--- src/rtl/lfsr_range_sampler_pkg.sv ---
// Shared types, default sizes and the mask helper for the LFSR range sampler.
package lfsr_pkg;

  typedef enum logic {
    ST_RUN  = 1'b0,
    ST_LOAD = 1'b1
  } state_e;

  localparam int DEFAULT_DATA_W     = 16;
  localparam int DEFAULT_FIFO_DEPTH = 4;
  localparam int DEFAULT_CNT_W      = 16;

  // Smallest all-ones mask covering limit-1, confined to the low 'width' bits.
  // A limit of 0 stands for the full 2^width range and yields all ones.
  function automatic logic [31:0] range_mask(input logic [31:0] limit, input int width);
    logic [31:0] top;
    logic [31:0] m;
    top = limit - 32'd1;
    m   = '0;
    for (int i = 0; i < 32; i++) begin
      if (i < width) m[i] = (limit == 32'd0) || (|(top >> i));
    end
    return m;
  endfunction

endpackage

--- src/rtl/lfsr_range_sampler_if.sv ---
// Sampler bus: LFSR word in, limit control, valid/ready sample out, status.
interface lfsr_range_sampler_if
  import lfsr_pkg::*;
#(
  parameter int DATA_W = DEFAULT_DATA_W,
  parameter int CNT_W  = DEFAULT_CNT_W
);
  logic [31:0]       rand_in;
  logic              rand_en;
  logic [DATA_W-1:0] limit;
  logic              limit_load;
  logic [DATA_W-1:0] out_data;
  logic              out_valid;
  logic              out_ready;
  logic [CNT_W-1:0]  reject_cnt;
  logic              busy;

  // Environment side: supplies words and limits, consumes samples.
  modport master (
    output rand_in, rand_en, limit, limit_load, out_ready,
    input  out_data, out_valid, reject_cnt, busy
  );

  // Sampler side.
  modport slave (
    input  rand_in, rand_en, limit, limit_load, out_ready,
    output out_data, out_valid, reject_cnt, busy
  );
endinterface

--- src/rtl/lfsr_range_sampler_fifo.sv ---
// Show-ahead sample FIFO with synchronous flush and occupancy output.
module sample_fifo
  import lfsr_pkg::*;
#(
  parameter int DATA_W     = DEFAULT_DATA_W,
  parameter int FIFO_DEPTH = DEFAULT_FIFO_DEPTH,
  localparam int PTR_W     = $clog2(FIFO_DEPTH),
  localparam int COUNT_W   = PTR_W + 1
) (
  input  logic               clk,
  input  logic               reset,
  input  logic               flush_i,
  input  logic               push_i,
  input  logic [DATA_W-1:0]  push_data_i,
  input  logic               pop_i,
  output logic [DATA_W-1:0]  head_o,
  output logic [COUNT_W-1:0] count_o
);
  logic [DATA_W-1:0]  mem_q [FIFO_DEPTH];
  logic [PTR_W-1:0]   wr_ptr_q, rd_ptr_q;
  logic [COUNT_W-1:0] count_q;
  logic [DATA_W-1:0]  hold_q;
  logic               do_push, do_pop, not_empty;

  // Flush wins over push and pop; a push at full is only taken alongside a pop.
  always_comb begin
    not_empty = (count_q != '0);
    do_pop    = pop_i && not_empty && !flush_i;
    do_push   = push_i && !flush_i && ((count_q != COUNT_W'(FIFO_DEPTH)) || do_pop);
  end

  // Pointer and occupancy bookkeeping.
  // NOTE: state registers use non-blocking assignments so every flop samples pre-edge values.
  always_ff @(posedge clk or posedge reset) begin
    if (reset) begin
      wr_ptr_q <= '0;
      rd_ptr_q <= '0;
      count_q  <= '0;
    end else if (flush_i) begin
      wr_ptr_q <= '0;
      rd_ptr_q <= '0;
      count_q  <= '0;
    end else begin
      if (do_push) wr_ptr_q <= wr_ptr_q + PTR_W'(1);
      if (do_pop)  rd_ptr_q <= rd_ptr_q + PTR_W'(1);
      case ({do_push, do_pop})
        2'b10:   count_q <= count_q + COUNT_W'(1);
        2'b01:   count_q <= count_q - COUNT_W'(1);
        default: count_q <= count_q;
      endcase
    end
  end

  // Storage array.
  // NOTE: the array has no reset; occupancy gates every read, so stale contents are never exposed as valid.
  always_ff @(posedge clk) begin
    if (do_push) mem_q[wr_ptr_q] <= push_data_i;
  end

  // Remember the current head so the output holds its last value once empty.
  always_ff @(posedge clk or posedge reset) begin
    if (reset)          hold_q <= '0;
    else if (not_empty) hold_q <= mem_q[rd_ptr_q];
  end

  assign head_o  = not_empty ? mem_q[rd_ptr_q] : hold_q;
  assign count_o = count_q;

endmodule

--- src/rtl/lfsr_range_sampler.sv ---
// Mask-and-reject sampler turning LFSR words into uniform integers in [0, limit).
module lfsr_range_sampler
  import lfsr_pkg::*;
#(
  parameter int DATA_W     = DEFAULT_DATA_W,
  parameter int FIFO_DEPTH = DEFAULT_FIFO_DEPTH,
  parameter int CNT_W      = DEFAULT_CNT_W
) (
  input logic                 clk,
  input logic                 reset,
  lfsr_range_sampler_if.slave bus
);
  localparam int COUNT_W = $clog2(FIFO_DEPTH) + 1;

  state_e             state_q, state_d;
  logic [DATA_W-1:0]  limit_q, mask_q, cand, s1_data_q, head;
  logic [31:0]        mask_full;
  logic               accept, sample, has_credit, s1_valid_q, pop, unused_bits;
  logic [CNT_W-1:0]   reject_cnt_q;
  logic [COUNT_W-1:0] fifo_count;

  // FSM state register.
  always_ff @(posedge clk or posedge reset) begin
    if (reset) state_q <= ST_RUN;
    else       state_q <= state_d;
  end

  // FSM next state: a load pulse (re)enters LOAD, LOAD lasts one cycle.
  // NOTE: default assignment first, so no path leaves state_d unassigned and no latch is inferred.
  always_comb begin
    state_d = state_q;
    if (bus.limit_load)          state_d = ST_LOAD;
    else if (state_q == ST_LOAD) state_d = ST_RUN;
  end

  // FSM outputs.
  always_comb begin
    bus.busy = (state_q == ST_LOAD);
  end

  // Candidate, acceptance and credit check; only whole-word pieces are consumed.
  always_comb begin
    mask_full   = range_mask(32'(limit_q), DATA_W);
    cand        = bus.rand_in[DATA_W-1:0] & mask_q;
    accept      = (limit_q == '0) || (cand < limit_q);
    has_credit  = (int'(fifo_count) + int'(s1_valid_q)) < FIFO_DEPTH;
    sample      = (state_q == ST_RUN) && bus.rand_en && has_credit;
    pop         = bus.out_valid && bus.out_ready;
    unused_bits = ^{bus.rand_in, mask_full};
  end

  // Limit capture on load; mask derived during the single LOAD cycle.
  always_ff @(posedge clk or posedge reset) begin
    if (reset) begin
      limit_q <= '0;
      mask_q  <= '1;
    end else if (bus.limit_load) begin
      limit_q <= bus.limit;
    end else if (state_q == ST_LOAD) begin
      mask_q <= mask_full[DATA_W-1:0];
    end
  end

  // Stage 1: register accepted candidates; a load discards anything in flight.
  always_ff @(posedge clk or posedge reset) begin
    if (reset) begin
      s1_valid_q <= 1'b0;
      s1_data_q  <= '0;
    end else if (bus.limit_load) begin
      s1_valid_q <= 1'b0;
    end else begin
      s1_valid_q <= sample && accept;
      if (sample) s1_data_q <= cand;
    end
  end

  // Saturating count of rejected candidates, cleared by a load.
  always_ff @(posedge clk or posedge reset) begin
    if (reset)                                          reject_cnt_q <= '0;
    else if (bus.limit_load)                            reject_cnt_q <= '0;
    else if (sample && !accept && (reject_cnt_q != '1)) reject_cnt_q <= reject_cnt_q + CNT_W'(1);
  end

  // Stage 2: accepted samples enter the output buffer.
  sample_fifo #(
    .DATA_W     (DATA_W),
    .FIFO_DEPTH (FIFO_DEPTH)
  ) u_fifo (
    .clk         (clk),
    .reset       (reset),
    .flush_i     (bus.limit_load),
    .push_i      (s1_valid_q),
    .push_data_i (s1_data_q),
    .pop_i       (pop),
    .head_o      (head),
    .count_o     (fifo_count)
  );

  assign bus.out_data   = head;
  assign bus.out_valid  = (fifo_count != '0);
  assign bus.reject_cnt = reject_cnt_q;

endmodule

--- src/flat_wrapper.sv ---
// flat-port wrapper written by rule: the top's interface ports become plain ports
module lfsr_range_sampler_flat import lfsr_pkg::*;
#(
  parameter int DATA_W     = DEFAULT_DATA_W,
  parameter int FIFO_DEPTH = DEFAULT_FIFO_DEPTH,
  parameter int CNT_W      = DEFAULT_CNT_W
)
  (clk, reset, bus_rand_in, bus_rand_en, bus_limit, bus_limit_load, bus_out_ready, bus_out_data, bus_out_valid, bus_reject_cnt, bus_busy);
  lfsr_range_sampler_if #(.DATA_W(DATA_W), .CNT_W(CNT_W)) bus_i ();
  input logic clk;
  input logic reset;
  input wire logic [$bits(bus_i.rand_in)-1:0] bus_rand_in;
  input wire logic [$bits(bus_i.rand_en)-1:0] bus_rand_en;
  input wire logic [$bits(bus_i.limit)-1:0] bus_limit;
  input wire logic [$bits(bus_i.limit_load)-1:0] bus_limit_load;
  input wire logic [$bits(bus_i.out_ready)-1:0] bus_out_ready;
  output wire logic [$bits(bus_i.out_data)-1:0] bus_out_data;
  output wire logic [$bits(bus_i.out_valid)-1:0] bus_out_valid;
  output wire logic [$bits(bus_i.reject_cnt)-1:0] bus_reject_cnt;
  output wire logic [$bits(bus_i.busy)-1:0] bus_busy;
  assign bus_i.rand_in = bus_rand_in;
  assign bus_i.rand_en = bus_rand_en;
  assign bus_i.limit = bus_limit;
  assign bus_i.limit_load = bus_limit_load;
  assign bus_i.out_ready = bus_out_ready;
  assign bus_out_data = bus_i.out_data;
  assign bus_out_valid = bus_i.out_valid;
  assign bus_reject_cnt = bus_i.reject_cnt;
  assign bus_busy = bus_i.busy;
  lfsr_range_sampler #(.DATA_W(DATA_W), .FIFO_DEPTH(FIFO_DEPTH), .CNT_W(CNT_W)) u_core (.clk(clk), .reset(reset), .bus(bus_i));
endmodule
--- config.mk ---
export PLATFORM = sky130hd
export DESIGN_NAME = lfsr_range_sampler_flat
export DESIGN_NICKNAME = d
export VERILOG_FILES = /design/src/rtl/lfsr_range_sampler_pkg.sv /design/src/rtl/lfsr_range_sampler_if.sv /design/src/rtl/lfsr_range_sampler_fifo.sv /design/src/rtl/lfsr_range_sampler.sv /design/src/flat_wrapper.sv
export SDC_FILE = /design/constraint.sdc
export NUM_CORES = 1
export LEC_CHECK = 0
export CORE_MARGIN = 10
export CORE_UTILIZATION = 45
export DETAILED_ROUTE_END_ITERATION = 6
export PLACE_DENSITY = 0.67
export SLEW_MARGIN = 30
export SYNTH_ARGS = -nofsm -noshare
export SYNTH_HDL_FRONTEND = slang
export SYNTH_SLANG_ARGS = --single-unit
--- constraint.sdc ---
create_clock -name clk -period 4 [get_ports clk]
set_input_delay 1.2 -clock clk [delete_from_list [all_inputs] [get_ports clk]]
set_output_delay 1.2 -clock clk [all_outputs]
set_load 0.02 [all_outputs]
# Yosys cells after proc, flatten, opt, wreduce, memory -nomap -nowiden
# Memories as Yosys holds them, arrays and structs flattened.
# Cells that the tools add are included.
# Widths: inputs -> output; s select.
# classes
bitwise_logic	3
n_eq_ne	4
mux	13
n_lt_le_gt_ge	2
reduce_logical	54
add_sub_neg	7
# op_table
cell	count
$mux 16	3
$lt 32x4->1 const B	1
$reduce_or 32->1	1
$reduce_or 31->1	1
$reduce_or 30->1	1
$reduce_or 29->1	1
$reduce_or 28->1	1
$reduce_or 27->1	1
$reduce_or 26->1	1
$reduce_or 25->1	1
$reduce_or 24->1	1
$reduce_or 23->1	1
$reduce_or 22->1	1
$reduce_or 21->1	1
$reduce_or 20->1	1
$reduce_or 19->1	1
$logic_or 1x1->1	18
$reduce_or 18->1	1
$reduce_or 17->1	1
$sub 16x1->17 const B	1
$add 16x1->16 const B	1
$and 16x16->16	1
$logic_not 16->1	1
$lt 16x16->1	1
other kinds (18)	40
# totals
output_inout_bits	34
mem_bits_rw	64
n_memories	1
in_bits	53
word_cells	94
ff_bits	89
# mem_list
name	words	word_bits	rd	rd_ports_with_merged_regs	wr	line_no	source
u_core.u_fifo.mem_q	4	16	1	0	1	lfsr_range_sampler_fifo.sv:19	logic [DATA_W-1:0] mem_q [FIFO_DEPTH];

# Depth between registers and ports, before layout
# Gate-level depths: netlist of run 1.
# logic_depth
depth_word	9
mapped_depth	10
depth_no_buf	8

# Cells and area by module
# Synthesis of run 1 repeated with hierarchy kept, for this count alone.
# hier_totals
hier_cells	577
hier_area_um2	7279.5
# by_module_without_submodules
module	cells_each	area_per_inst_um2	instances
lfsr_range_sampler	400	3787.4	1
sample_fifo	177	3492.1	1

# Worst setup path before layout of run 1
# No wires, ideal clock.
# synth_path
path_kind	reg-to-output
start	reg u_core.u_fifo.rd_ptr_q[0]
end	out bus_out_data[10]
arrival_time_ps	2174
stages_incl_launch_ff	5
slack_ps	626
path_cell_list	dfrtp_1 -> clkbuf_1 -> clkbuf_1 -> mux4_2 -> mux2_2
# synth_between
elab_chain_cells	2
# synth_lines
item	line_no	source
start: declaration	lfsr_range_sampler_fifo.sv:20	logic [PTR_W-1:0] wr_ptr_q, rd_ptr_q;
start signal: assignment	lfsr_range_sampler_fifo.sv:45	if (do_pop) rd_ptr_q <= rd_ptr_q + PTR_W'(1);
$mem_v2 4x16	--	
$mux 16	--	
end: declaration	flat_wrapper.sv:17	output wire logic [$bits(bus_i.out_data)-1:0] bus_out_data;
# Every way passes these cells.

# Worst setup path after layout of run 1
# layout_path
start	reg u_core.u_fifo.count_q[1] (netlist: u_core.u_fifo.count_o[1])
end	out bus_out_data[15]
# layout_between
elab_chain_cells	2
# layout_lines
item	line_no	source
start: declaration	lfsr_range_sampler_fifo.sv:21	logic [COUNT_W-1:0] count_q;
start signal: assignment	lfsr_range_sampler_fifo.sv:47	2'b10: count_q <= count_q + COUNT_W'(1);
start signal: assignment	lfsr_range_sampler_fifo.sv:48	2'b01: count_q <= count_q - COUNT_W'(1);
start signal: assignment	lfsr_range_sampler_fifo.sv:49	default: count_q <= count_q;
$reduce_bool 3->1	lfsr_range_sampler_fifo.sv:27	not_empty = (count_q != '0);
$mux 16	--	
# Every way passes these cells.

==> flow_metrics.tcl, run 1 <==
set metrics [dict create \
    outcome "finished clean" \
    powerDensity_mw_per_mm2 502 \
    multi_input_area_mm2 0.00276 \
    synth_area_per_cell_um2 12.4 \
    vias 4859 \
    end_kind "output port" \
    start_util_pct 45.6 \
    wl_um 15300 \
    antenna_found_initial 0 \
    clk_pin_slew_worst_paths_ns 0.06 \
    numPortBuffers 70 \
    hold_violations 0 \
    cp.arrival_ns 2.60 \
    r2r_cells 8 \
    clock_path_buffers 2 \
    p_leak_nw 3.31 \
    cts-htree-levels 4 \
    skew_ns 0.0120 \
    criticalPathCategory "register to output port" \
    seq_area_mm2 0.00417 \
    max_slew_margin_pct 45.6 \
    hold_buffers 0 \
    setup_viol 0 \
    drv_slew 0 \
    tightest_slew_ns 0.817 \
    numCtsBuffers 17 \
    routed_wire_length_per_instance_um 17.4 \
    crit_required_ns 2.80 \
    mostFrequentLayoutCells "dfrtp_1 (73), clkdlybuf4s50_1 (69), edfxtp_1 (64)" \
    synth_largest_area_cell "edfxtp_1" \
    syn_to_final_growth_pct 21.9 \
    fmaxAchievable_mhz 263 \
    synth_top_family_by_area "simple AND/OR/NAND/NOR gates" \
    core_mm2 0.0157 \
    async_flop_share_pct 58.2 \
    setup_tns_ns 0 \
    cts.sinks 153 \
    synth_compound_area_share_pct 10.2 \
    fin_cells 879 \
    postCtsSetupBuffers 0 \
    synth.cell_area_mm2 0.00716 \
    synthAdderAreaFrac_pct 4.12 \
    ant_nets 0 \
    yosys_register_bits 153 \
    clock_latency_ns 0.42 \
    holdPathStages 2 \
    vdd_drop_max_uv 343 \
    r2r_setup_slack_ns 0.82 \
    ys_warn_count 0 \
    r2r-end "u_core.bus.reject_cnt[6]$_DFFE_PP0P_" \
    dp_cells 847 \
    fin_crit_sh_pct 95.1 \
    hp-start "u_core.mask_q[15]$_DFFE_PP1P_" \
    muxShareOfSynthArea_pct 10.3 \
    rsz0062_at_grt "false" \
    diodes 0 \
    ctsResizeCount 0 \
    ys_types 57 \
    first_iter_violations 322 \
    grt_pass1_vias 4907 \
    critPathLaunchType "register" \
    drv_cap 0 \
    yosys-top-cells-area "edfxtp_1 (27%), dfrtp_1 (26%), dfstp_2 (5.9%), mux2_2 (5.0%), mux4_2 (5.0%)" \
    synth_edf_count 64 \
    vias_per_cell 5.53 \
    grt.total_usage_pct 14.5 \
    drc_errors 0 \
    min_to "u_core.mask_q[15]$_DFFE_PP1P_" \
    synthCells 577 \
    netlist.area_leader.share_pct 26.8 \
    synthSimpleGateAreaFrac_pct 12.8 \
    dr.pass1.iters 4 \
    hpwl_um 10900 \
    synth-seq-area-share_pct 58.2 \
    place_congestion 0.938 \
    drive_gt1_share_pct 18.3 \
    period_needed_ns 3.80 \
    ios 87 \
    die_x_um 146 \
    rows 46 \
    final_common_cell "dfrtp_1" \
    die_area_mm2 0.0214 \
    fillers 1292 \
    grt_max_degree 53 \
    regToRegStartpoint "u_core.limit_q[1]$_DFFE_PP0P_" \
    overflow 0 \
    cts_tree "built" \
    synthesis.nets 653 \
    critical_path_peak_fanout 19 \
    synth_flop_cell "dfrtp_1" \
    final_net_count 726 \
    min_path_type "register to register" \
    grt_pass1_wl_um 25100 \
    root_buffer "clkbuf_16" \
    synthXorXnorAreaFrac_pct 0.979 \
    dieHeight_um 146 \
]
-- flip-flops by register name (all words and copies together), names as in the netlist --
signal / count
u_core.limit_q: 16
u_core.bus.reject_cnt: 16
u_core.u_fifo.hold_q: 16
u_core.s1_data_q: 16
u_core.bus.busy: 1
u_core.u_fifo.count_o: 3
u_core.s1_valid_q: 1
u_core.u_fifo.wr_ptr_q: 2
u_core.u_fifo.mem_q: 64
u_core.u_fifo.rd_ptr_q: 2
u_core.mask_q: 16
-- synthesized netlist by cell type (all sizes together) (7+ instances only) --
master,count
mux2,32
nand4,8
nand3,19
dfrtp,73
or3,11
and3,10
o21ai,31
edfxtp,64
inv,26
nor3,10
a31oi,10
nor2,35
dfstp,16
nand2,32
or4,7
a21oi,38
clkbuf,25
mux4,16
ha,22
and2,19
-- cell type report --
cell class / count / share of cell area [%]
clock buffers: 22 / 5.32
well taps: 216 / 3.10
multi-input cells: 367 / 31.6
flip-flops and latches: 153 / 47.8
inverters: 26 / 1.13
repair buffers: 85 / 9.41
clock inverters: 10 / 1.65
-- power breakdown --
group / switching (mW) / internal [mW]
clock: 0.618 / 1.02
sequential: 0.110 / 1.83
combinational: 0.408 / 0.391
total: 1.14 / 3.24
-- routing by layer --
layer / share of wire (%) / wire length [um] / vias up / GRT usage, %
met5: 0 / 0 / - / 0
met4: 2.7 / 417 / 0 / 6.46
met3: 4.3 / 654 / 32 / 3.99
met2: 50 / 7620 / 120 / 23.9
met1: 43 / 6590 / 2409 / 17.4
li1: - / - / 2298 / -
-- kinds of logic after synthesis --
| kind of cell | after synthesis |
|---|---|
| fa+ha+maj | 23 |
| xor+xnor | 8 |
| simple gates | 170 |
| compound gates | 116 |
| mux | 50 |
| buf+inv | 57 |
| flops | 153 |
-- stage by stage --
stage	cell area, um^2	hold WS, ns	utilization, %	setup slack (ns)	total power, mW
after floorplan	7160	0.441	-	0.520	2.43
after global placement	8120	0.454	51.7	0.0894	2.75
after detailed placement	8120	0.456	51.7	0.0119	2.78
after CTS	8730	0.466	55.5	0.156	4.42
after global routing	8730	0.504	55.5	0.0868	4.57
final	8730	0.465	55.5	0.196	4.38
-- worst max-delay path: stages (launching register included) --
cell	delay [ns]
dfrtp_1	0.47
or3_1	0.73
mux2_2	0.36
clkdlybuf4s50_1	0.61
-- how the worst max path moves through the flow --
| stage | start | endpoint | slack (ns) |
|---|---|---|---|
| 2_1_floorplan | reset | u_core.bus.busy$_DFF_PP0_ | 0.52 |
| 6_report | u_core.u_fifo.count_o[1]$_DFFE_PP0P_ | bus_out_data[15] | 0.20 |
| 4_1_cts | u_core.u_fifo.count_o[1]$_DFFE_PP0P_ | bus_out_data[15] | 0.16 |
| 3_3_place_gp | bus_rand_in[15] | u_core.bus.reject_cnt[8]$_DFFE_PP0P_ | 0.09 |
| 3_5_place_dp | bus_rand_in[15] | u_core.bus.reject_cnt[7]$_DFFE_PP0P_ | 0.01 |
| 5_1_grt | u_core.u_fifo.count_o[0]$_DFFE_PP0P_ | bus_out_data[11] | 0.09 |
No activity file was read; power rests on OpenSTA's default activity.
==> run 2, diff against run 1 <==
- CORE_MARGIN: 10 -> default
==> run 2 against run 1 <==
Effect of this change: setup slack improved by 0.024 ns; routed wire length fell by 3.9%; hold slack improved by 0.023 ns; sequential share of layout area rose by 0.21 points; combinational power fell by 1%; non-clock buffer count fell by 2; core utilization rose by 0.99 points; final cell count fell by 0.80%; power fell by 1.9%; critical path type unchanged.
==> flow_metrics.tcl, run 2 (synthesis results as in run 1) <==
set metrics [dict create \
    outcome "finished clean" \
    ctsResizeCount 0 \
    dpl-instance-area_mm2 0.00811 \
    setup_tns_ns 0 \
    critical_path_peak_fanout 19 \
    cp.arrival_ns 2.58 \
    criticalPathCategory "register to output port" \
    die_x_um 128 \
    regToRegStartpoint "u_core.limit_q[1]$_DFFE_PP0P_" \
    final_net_count 724 \
    dr.pass1.iters 5 \
    hpwl_um 10100 \
    regMostFlops "u_core.u_fifo.mem_q" \
    grt_pass1_wl_um 24400 \
    routed_wire_length_per_instance_um 16.8 \
    start_util_pct 46.6 \
    p_leak_nw 3.30 \
    skew_ns 0.00925 \
    max_slew_margin_pct 47.1 \
    diodes 0 \
    powerDensity_mw_per_mm2 494 \
    rows 45 \
    grt_pass1_vias 4857 \
    clock_latency_ns 0.42 \
    hold_violations 0 \
    dieHeight_um 128 \
    drc_errors 0 \
    cts.sinks 153 \
    end_kind "output port" \
    drv_slew 0 \
    cts-htree-levels 4 \
    drv_cap 0 \
    clk_pin_slew_worst_paths_ns 0.06 \
    die_area_mm2 0.0164 \
    antenna_found_initial 0 \
    overflow 0 \
    postCtsSetupBuffers 0 \
    holdWs_ns 0.488 \
    cts_tree "built" \
    ios 87 \
    r2r_cells 8 \
    core_mm2 0.0154 \
    min_path_type "register to register" \
    finalInstanceArea_mm2 0.00869 \
    vdd_drop_max_uv 336 \
    vias_per_cell 5.56 \
    crit_required_ns 2.80 \
    setup_viol 0 \
    min_to "u_core.mask_q[15]$_DFFE_PP1P_" \
    grt_max_degree 90 \
    period_needed_ns 3.78 \
    hold_buffers 0 \
    final_common_cell "dfrtp_1" \
    mostFrequentLayoutCells "dfrtp_1 (73), clkdlybuf4s50_1 (69), edfxtp_1 (64)" \
    numPortBuffers 70 \
    numCtsBuffers 17 \
    fmaxAchievable_mhz 265 \
    wl_um 14700 \
    ant_nets 0 \
    first_iter_violations 347 \
    hp-start "u_core.mask_q[15]$_DFFE_PP1P_" \
    finalPower_mw 4.29 \
    syn_to_final_growth_pct 21.4 \
    holdPathStages 2 \
    largest_reg_flops 64 \
    critPathLaunchType "register" \
    rsz0062_at_grt "false" \
    grt.total_usage_pct 19.6 \
    tightest_slew_ns 0.793 \
    root_buffer "clkbuf_16" \
    r2r-end "u_core.bus.reject_cnt[6]$_DFFE_PP0P_" \
    r2r_setup_slack_ns 0.80 \
    fin_crit_sh_pct 94.5 \
    vias 4851 \
    drive_gt1_share_pct 18.0 \
    place_congestion 0.856 \
    clock_path_buffers 2 \
]
## run 2: cell count changes in the layout (fill, tap and decap cells not counted), moves of 2 or more
cell,before,now
buf_4,14,11
clkbuf_1,3,1
clkinvlp_4,3,1
clkinv_4,3,7
clkinv_1,0,2
clkbuf_8,2,0
## run 2: metal layers
layer | GRT usage (%) | share of wire [%]
met3 | 4.30 | 4.4
met5 | 0 | 0
met4 | 9.00 | 2.7
met1 | 23.9 | 42
met2 | 33.2 | 51
## run 2: power breakdown
part	switching (mW)	internal [mW]	total, mW
Combinational	0.401	0.391	0.791
Clock	0.637	0.919	1.56
Sequential	0.112	1.83	1.95
Total	1.15	3.14	4.29
## run 2: worst max path at each step
stage                                                    start                                   end  slack [ns]  cells after the start
after CTS                 u_core.u_fifo.count_o[0]$_DFFE_PP0P_                       bus_out_data[5]        0.17                      3
after global routing      u_core.u_fifo.count_o[0]$_DFFE_PP0P_                      bus_out_data[15]        0.06                      3
after floorplan                                          reset             u_core.bus.busy$_DFF_PP0_        0.52                      1
after detailed placement                       bus_rand_in[15]  u_core.bus.reject_cnt[8]$_DFFE_PP0P_        0.07                     11
final                     u_core.u_fifo.count_o[2]$_DFFE_PP0P_                      bus_out_data[15]        0.22                      3
after global placement                         bus_rand_in[15]  u_core.bus.reject_cnt[8]$_DFFE_PP0P_        0.11                     11
## run 2: cell type report
| cell class | count | area, um^2 |
|---|---|---|
| Clock buffer | 18 | 429 |
| Multi-Input combinational cell | 367 | 2760 |
| Sequential cell | 153 | 4170 |
| Clock inverter | 14 | 150 |
| Timing Repair Buffer | 83 | 818 |
| Inverter | 26 | 98.8 |
| Tap cell | 211 | 264 |
| Fill cell | 1313 | 6680 |
## run 2: critical path: stages (launching register included)
cell and delay [ns]:
dfrtp_1 0.45, or3_1 0.74, mux2_2 0.36, clkdlybuf4s50_1 0.60
## run 2: per-stage QoR
stage,std cells,setup slack [ns],utilization [%]
2_1_floorplan,577,0.520,-
4_1_cts,872,0.169,56.5
6_report,872,0.220,56.5
3_5_place_dp,840,0.0737,52.8
5_1_grt,872,0.0567,56.5
3_3_place_gp,840,0.111,52.8
